File: src/rtl/instr_fetch_unit.sv
// Instruction fetch unit: owns the PC, reads the combinational instruction ROM,
// and buffers {pc, instr} pairs in a small FIFO toward decode.
module instr_fetch_unit #(
  parameter logic [31:0] RESET_PC   = 32'h0000_0000,
  parameter int          FIFO_DEPTH = 2
) (
  input  logic                          clk,
  input  logic                          reset,
  output logic [31:0]                   iAddr,
  input  logic [31:0]                   iData,
  input  logic                          fetch_en,
  input  logic                          redirect_valid,
  input  logic [31:0]                   redirect_pc,
  output logic                          out_valid,
  output logic [31:0]                   out_instr,
  output logic [31:0]                   out_pc,
  input  logic                          out_ready,
  output logic [$clog2(FIFO_DEPTH):0]   fifo_count,
  output logic                          fetch_err,
  output logic [1:0]                    state_dbg
);

  localparam int AW = $clog2(FIFO_DEPTH);
  localparam int CW = AW + 1;

  typedef enum logic [1:0] {
    IDLE = 2'd0,
    RUN  = 2'd1,
    ERR  = 2'd2
  } state_t;

  state_t          state_q, state_d;
  logic [31:0]     pc_q;
  logic [AW-1:0]   wr_ptr, rd_ptr;
  logic [CW-1:0]   count;
  logic [31:0]     mem_pc    [FIFO_DEPTH];
  logic [31:0]     mem_instr [FIFO_DEPTH];
  logic            err_q;

  logic redir_ok, redir_bad, flush, push, pop;

  // Handshake: an entry transfers to decode on any cycle where out_valid and
  // out_ready are both high; out_valid never depends on out_ready.
  assign out_valid = (count != '0) && (state_q != ERR);
  assign pop       = out_valid & out_ready;

  // Redirects are ignored once in ERR so the frozen outputs really stay frozen.
  assign redir_ok  = redirect_valid & (redirect_pc[1:0] == 2'b00) & (state_q != ERR);
  assign redir_bad = redirect_valid & (redirect_pc[1:0] != 2'b00) & (state_q != ERR);
  assign flush     = redir_ok | redir_bad;

  // IDLE with fetch_en high is already fetching on its way to RUN, which gives
  // the single-cycle latency from fetch_en to a buffered entry.
  assign push = (state_q != ERR) & fetch_en & ~redirect_valid &
                ((count < CW'(FIFO_DEPTH)) | pop);

  always_comb begin
    state_d = state_q;
    case (state_q)
      IDLE:    if (fetch_en)  state_d = RUN;
      RUN:     if (!fetch_en) state_d = IDLE;
      default: state_d = ERR;
    endcase
    if (redir_bad) state_d = ERR;
  end

  always_ff @(posedge clk or posedge reset) begin
    if (reset) begin
      state_q <= IDLE;
      pc_q    <= RESET_PC;
      err_q   <= 1'b0;
      wr_ptr  <= '0;
      rd_ptr  <= '0;
      count   <= '0;
      for (int i = 0; i < FIFO_DEPTH; i++) begin
        mem_pc[i]    <= '0;
        mem_instr[i] <= '0;
      end
    end else begin
      state_q <= state_d;
      if (redir_bad) err_q <= 1'b1;
      if (redir_ok) pc_q <= redirect_pc;
      else if (push) pc_q <= pc_q + 32'd4;
      if (flush) begin
        // Keep the head pointer so the stale head values simply hold.
        wr_ptr <= rd_ptr;
        count  <= '0;
      end else begin
        if (push) begin
          mem_pc[wr_ptr]    <= pc_q;
          mem_instr[wr_ptr] <= iData;
          wr_ptr            <= wr_ptr + AW'(1);
        end
        if (pop) rd_ptr <= rd_ptr + AW'(1);
        case ({push, pop})
          2'b10:   count <= count + CW'(1);
          2'b01:   count <= count - CW'(1);
          default: count <= count;
        endcase
      end
    end
  end

  assign iAddr      = {pc_q[31:2], 2'b00};
  assign out_pc     = mem_pc[rd_ptr];
  assign out_instr  = mem_instr[rd_ptr];
  assign fifo_count = count;
  assign fetch_err  = err_q;
  assign state_dbg  = state_q;

endmodule
File: config.mk
export PLATFORM = sky130hd
export DESIGN_NAME = instr_fetch_unit
export DESIGN_NICKNAME = d
export VERILOG_FILES = /design/src/rtl/instr_fetch_unit.sv
export SDC_FILE = /design/constraint.sdc
export NUM_CORES = 1
export LEC_CHECK = 0
export ABC_AREA = 0
export BUFFER_PORTS_ARGS = -buffer_cell sky130_fd_sc_hd__buf_2
export CAP_MARGIN = 10
export CORE_MARGIN = 1.5
export CORE_UTILIZATION = 40
export DETAILED_ROUTE_END_ITERATION = 8
export SKIP_LAST_GASP = 1
export SLEW_MARGIN = 20
export SYNTH_ARGS = -nofsm -noshare
export SYNTH_HDL_FRONTEND = slang
export SYNTH_SLANG_ARGS = --single-unit
File: constraint.sdc
create_clock -name clk -period 13.5 [get_ports clk]
set_input_delay 0.675 -clock clk [delete_from_list [all_inputs] [get_ports clk]]
set_output_delay 0.675 -clock clk [all_outputs]
set_load 0.1 [all_outputs]
== Word level (Yosys, flattened, before mapping) ==
Cells that the tools add are included.
W data, S select, Z words.

* Register bits: 167
* Input port bits: 69
* Output and inout port bits: 102
* Logic and storage cells: 71

* $add $sub $neg: 5
* $lt $le $gt $ge: 4
* Equal/unequal tests: 6
* Mux-type cells: 20
* Bitwise logic cells: 14
* Reduce and logical (&&, ||, !) cells: 12

{| class="wikitable"
|+ Operators with widths
! kind !! count
|-
| $mux W32 || 9
|-
| $bwmux W64 || 2
|-
| $add A32 B3 Y32 const B || 1
|-
| $demux W32 S1 || 1
|-
| $and A1 B1 Y1 || 8
|-
| $mux W2 || 4
|-
| $pmux W2 S2 || 2
|-
| $reduce_bool A2 Y1 || 4
|-
| $ne A3 B3 Y1 const B || 2
|-
| $reduce_and A2 Y1 || 3
|-
| $eq A2 B1 Y1 const B || 2
|-
| $ge A2 B2 Y1 const B || 2
|-
| $logic_not A2 Y1 || 2
|-
| $not A1 Y2 || 2
|-
| $reduce_bool A3 Y1 || 1
|-
| $add A1 B1 Y1 const B || 2
|-
| $add A2 B1 Y2 const B || 1
|-
| $eq A2 B2 Y1 const B || 1
|-
| $logic_and A1 B1 Y1 || 2
|-
| $lt A2 B1 Y1 const B || 1
|-
| $lt A2 B2 Y1 const B || 1
|-
| $mux W1 || 2
|-
| $ne A2 B2 Y1 const B || 1
|-
| $not A1 Y1 || 2
|-
| other kinds (2) || 3
|}

== Longest topological paths before layout ==
* Depth in word-level cells: 8
* Gate-level depth with buffers: 8
* Mapped depth without buffers: 6

== Worst setup path before layout ==
No wires, ideal clock.

* Kind: reg-to-output
* Start point: register state_q[0] (netlist: state_dbg[0])
* End point: output out_valid
* Arrival: 2.483 ns
* Setup slack: 10.342 ns
* Cell stages (with the launch flop): 3
* Cells stage by stage: dfrtp_1 > nor2b_1 > nor2_1

* Longest elaborated chain between the ends: 2

{| class="wikitable"
|+ RTL lines
! what !! line !! text
|-
| start, declared || 32 || <nowiki>state_t state_q, state_d;</nowiki>
|-
| start signal, assigned || 80 || <nowiki>state_q <= state_d;</nowiki>
|-
| $ne A2 B2 Y1 || 44 || <nowiki>assign out_valid = (count != '0) && (state_q != ERR);</nowiki>
|-
| $logic_and A1 B1 Y1 || 44 ||
|-
| end, declared || 14 || <nowiki>output logic out_valid,</nowiki>
|}

Every way passes these cells.

== Worst setup path after layout ==
* Start point: register rd_ptr
* End point: output out_pc[4]

* Longest elaborated chain between the ends: 4

{| class="wikitable"
|+ RTL lines
! what !! line !! text
|-
| start, declared || 34 || <nowiki>logic [AW-1:0] wr_ptr, rd_ptr;</nowiki>
|-
| start signal, assigned || 94 || <nowiki>if (pop) rd_ptr <= rd_ptr + AW'(1);</nowiki>
|-
| $not A1 Y2 (not written as such) || 105 || <nowiki>assign out_pc = mem_pc[rd_ptr];</nowiki>
|-
| $mux W32 (not written as such) (3 in a row) || 105 ||
|-
| end, declared || 16 || <nowiki>output logic [31:0] out_pc,</nowiki>
|}

Every way passes these cells. The select of a mux whose other input is x is not followed.

==> results.md <==
- Placeable core region: 19400 um^2
- Instance count of the mapped netlist: 635
- Actual transition at the worst max-transition pin: 1.055 ns
- TritonCTS clock tree: yes
- Number of synthesis warnings: 0
- Async set or reset register ratio after synthesis: 1.000
- Worst-case headroom to the max-slew limit: 0.2964
- Power spent charging and discharging nets: between 0.4 and 0.5 mW
- Port buffer count: 168
- Gate power share: 0.229
- Endpoint required time on the critical path: 12.82 ns
- Largest net degree at the start of global routing: 94
- Sort of element at the start of the critical path: flop
- Unrepaired setup endpoints after global routing: no
- Global-route wire length before repair: 29.43 mm
- Biggest fanout along the worst timing path: 66
- Number of design-rule violations left by the first detailed-router iteration: around 210
- Gpl congestion: 0.7657
- Count of nets after finishing: 831
- Max-capacitance violation count: 0
- Cell leakage power: 4.746 nW
- TritonCTS Buffers: 17
- Number of global-route vias before repair: 5602
- CTS Buffer Depth: 2
- Utilization of the core after routing: 0.4803
- Overall power after layout: roughly 1.4 mW
- Routed Antenna Nets: 0
- Die Area: 20620 um^2
- Number of cells upsized or downsized after cts: 0
- Effective utilization at floorplan: 0.4075
- Max rail drop VDD: 81.02 uV
- Hold buffers post-CTS: 0
- Level count of the clock H-tree: 4
- Final count of negative-setup-slack endpoints: 0
- Achievable frequency: 336.8 MHz
- Most instantiated flip-flop cell in the synthesis netlist: sky130_fd_sc_hd__dfrtp_1
- Final cycle utilization of the critical path: 0.2199
- Area of the mapped netlist: 7905 um^2
- Number of fillers in the final layout: 1809
- Share of the yosys chip area belonging to registers: 0.5286
- Share of power burned in registers: 0.429
- Status: finished clean
- Layout overhead on the synthesized area: 17.87%
- Met2 Resource Use GR: 0.3133
- Met1 track demand over resource in global routing: 0.2402
- Average cell area after synthesis: 12.45 um^2
- Final sum of negative setup slack: 0 ns
- Final hold violation count: 0
- Pwr/cell area: 147.9 nW/um^2
- Number of cell rows: around 50
- Top-level port count: between 150 and 200
- Fraction of layout instances using a drive strength above 1: 0.5130
- Total grt overflow: 0
- Number of flip-flops and latches in the synthesized netlist: 167
- Placed wire-length estimate after detailed placement: 12.36 mm
- Critical Path Sink Type: output port
- Arrival time of the worst setup path: 2.29 ns
- Hold slack final: 0.4400 ns
- Path type of the worst min-delay path: in -> async
- Number of iterations in the first detailed-routing pass: 4
- DP Area: 8751 um^2
- Unique cell type count in the Yosys netlist: 42
- Number of vias per cell: 5.142
- Count of unresolved DRC violations after routing: 0
- Number of clock sinks seen by CTS: 167
- Count of buffers added by post-CTS timing repair for setup: 0
- Die Span X: 143.6 um
- Skew-Pair Late Insertion Delay: 0.42 ns
- Layout Skew: roughly 0.0080 ns
- Routed vias: between 5000 and 6000
- GRT Max-Usage Layer: met2
- Type of the setup path with the least slack: reg -> out
- Minimum clock period: a little under 3 ns
- Design area: 9318 um^2
- Met3 usage in global routing: 0.02799
- Drt total wl: 18.52 mm
- Global Route Usage Sum: 0.1860
- Number of synthesized flops with an enable pin: 0
- Initial antenna violation count: 2
- Register clock-pin slew on the reported worst setup and hold paths: 0.06 ns
- Clock power frac: 0.341
- Design internal power: 0.8913 mW
- Slew Viols, Final: 0
- Routed length per instance: 17.85 um
- Clock root buffer master: sky130_fd_sc_hd__clkbuf_16
- Sw Share: 0.3534
- Vert. Die Dim: 143.6 um
## flip-flops by register name, indices dropped and copies added (netlist names)
| name | cells |
|---|---|
| mem_pc | 64 |
| rd_ptr | 1 |
| mem_instr | 64 |
| pc_q | 32 |
| fifo_count | 2 |
| wr_ptr | 1 |
| fetch_err | 1 |
| state_dbg | 2 |
## path summary, 6_finish.rpt
check	from	to	slack, ns	cells past startpoint
worst max-delay path	rd_ptr$_DFFE_PP0P_	out_pc[4]	10.53	2
worst min-delay path	reset	mem_instr[12]$_DFFE_PP0P_	0.44	2
worst max register to register	fifo_count[1]$_DFFE_PP0P_	mem_instr[49]$_DFFE_PP0P_	10.71	5
worst min register to register	mem_pc[4]$_DFFE_PP0P_	mem_pc[4]$_DFFE_PP0P_	0.48	2
max in group asynchronous	reset	rd_ptr$_DFFE_PP0P_	11.47	3
min in group clk	redirect_pc[14]	pc_q[14]$_DFFE_PP0P_	0.46	3
## metrics by stage
step | std cells | setup slack (ns)
global route | 1038 | 10.43
finish | 1038 | 10.53
detailed placement | 1007 | 10.33
CTS | 1037 | 10.49
floorplan | 636 | 8.307
global placement | 1007 | 10.44
## cell usage after synthesis, drive strengths merged (2+ instances only)
library cell / n / area [um^2]
mux2: 189 / 2128
dfrtp: 167 / 4179
buf: 43 / 292.8
nand2: 42 / 157.7
o21ai: 25 / 125.1
clkbuf: 22 / 83.83
xnor2: 20 / 175.2
nand3: 18 / 90.09
nor2: 17 / 63.81
nor3: 16 / 80.08
nand4: 9 / 62.56
inv: 8 / 30.03
and4: 5 / 45.04
mux2i: 5 / 50.05
a21oi: 4 / 20.02
and2: 4 / 25.02
and3: 4 / 25.02
nand2b: 4 / 25.02
or3: 4 / 25.02
a21o: 3 / 22.52
a31oi: 3 / 18.77
o31ai: 3 / 22.52
or4: 3 / 26.27
nor2b: 2 / 12.51
nor4: 2 / 12.51
or2: 2 / 12.51
xor2: 2 / 17.52
## cell families after synthesis
family	share of synthesized area
flip-flops	0.5286
AND/OR/NAND/NOR	0.08515
adder cells (fa/ha/maj)	0.001583
AO/OA/AOI/OAI	0.03277
multiplexers	0.2756
buffers and inverters	0.05144
XOR/XNOR	0.02438
other	0.0004744
## power by group through the flow
stage / registers, mW / clock network, mW / logic [mW]
finish: 0.592 / 0.471 / 0.316
global route: 0.598 / 0.506 / 0.329
detailed placement: 0.601 / 0 / 0.318
floorplan: 0.568 / 0 / 0.298
global placement: 0.597 / 0 / 0.314
CTS: 0.592 / 0.483 / 0.319
## metal layers
layer | up-vias | wire (um) | share of wire
li1 | 2464 | - | -
met1 | 2697 | 8222 | 0.44
met2 | 147 | 9225 | 0.50
met3 | 27 | 621 | 0.034
met4 | 2 | 441 | 0.024
met5 | - | 13 | 0.00070
## placed cells by master, fill, tap and decap left out, types with 5 or more instances in the layout
master                      instances
sky130_fd_sc_hd__nand2_1           42
sky130_fd_sc_hd__dfrtp_1          166
sky130_fd_sc_hd__mux2_2           189
sky130_fd_sc_hd__xnor2_1           20
sky130_fd_sc_hd__mux2i_1            5
sky130_fd_sc_hd__nor3_1            15
sky130_fd_sc_hd__nand4_1            8
sky130_fd_sc_hd__nand3_1           18
sky130_fd_sc_hd__o21ai_0           25
sky130_fd_sc_hd__nor2_1            16
sky130_fd_sc_hd__buf_2            168
sky130_fd_sc_hd__clkbuf_16         17
sky130_fd_sc_hd__inv_1              7
## critical path: stages (launching register included)
cell and delay, ns:
sky130_fd_sc_hd__dfrtp_4 1.10, sky130_fd_sc_hd__mux2_2 0.33, sky130_fd_sc_hd__buf_2 0.42
## area by class of cell
type | instances | area (um^2) | share of cell area
diodes | 1 | 2.502 | 0.0002686
multi-input cells | 396 | 3338 | 0.3583
flip-flops and latches | 167 | 4183 | 0.4489
inverters | 8 | 35.03 | 0.003760
clock buffers | 22 | 464.2 | 0.04982
well taps | 265 | 331.6 | 0.03558
repair buffers | 171 | 863.3 | 0.09265
clock inverters | 8 | 100.1 | 0.01074
(Power assumes the default switching activity.)
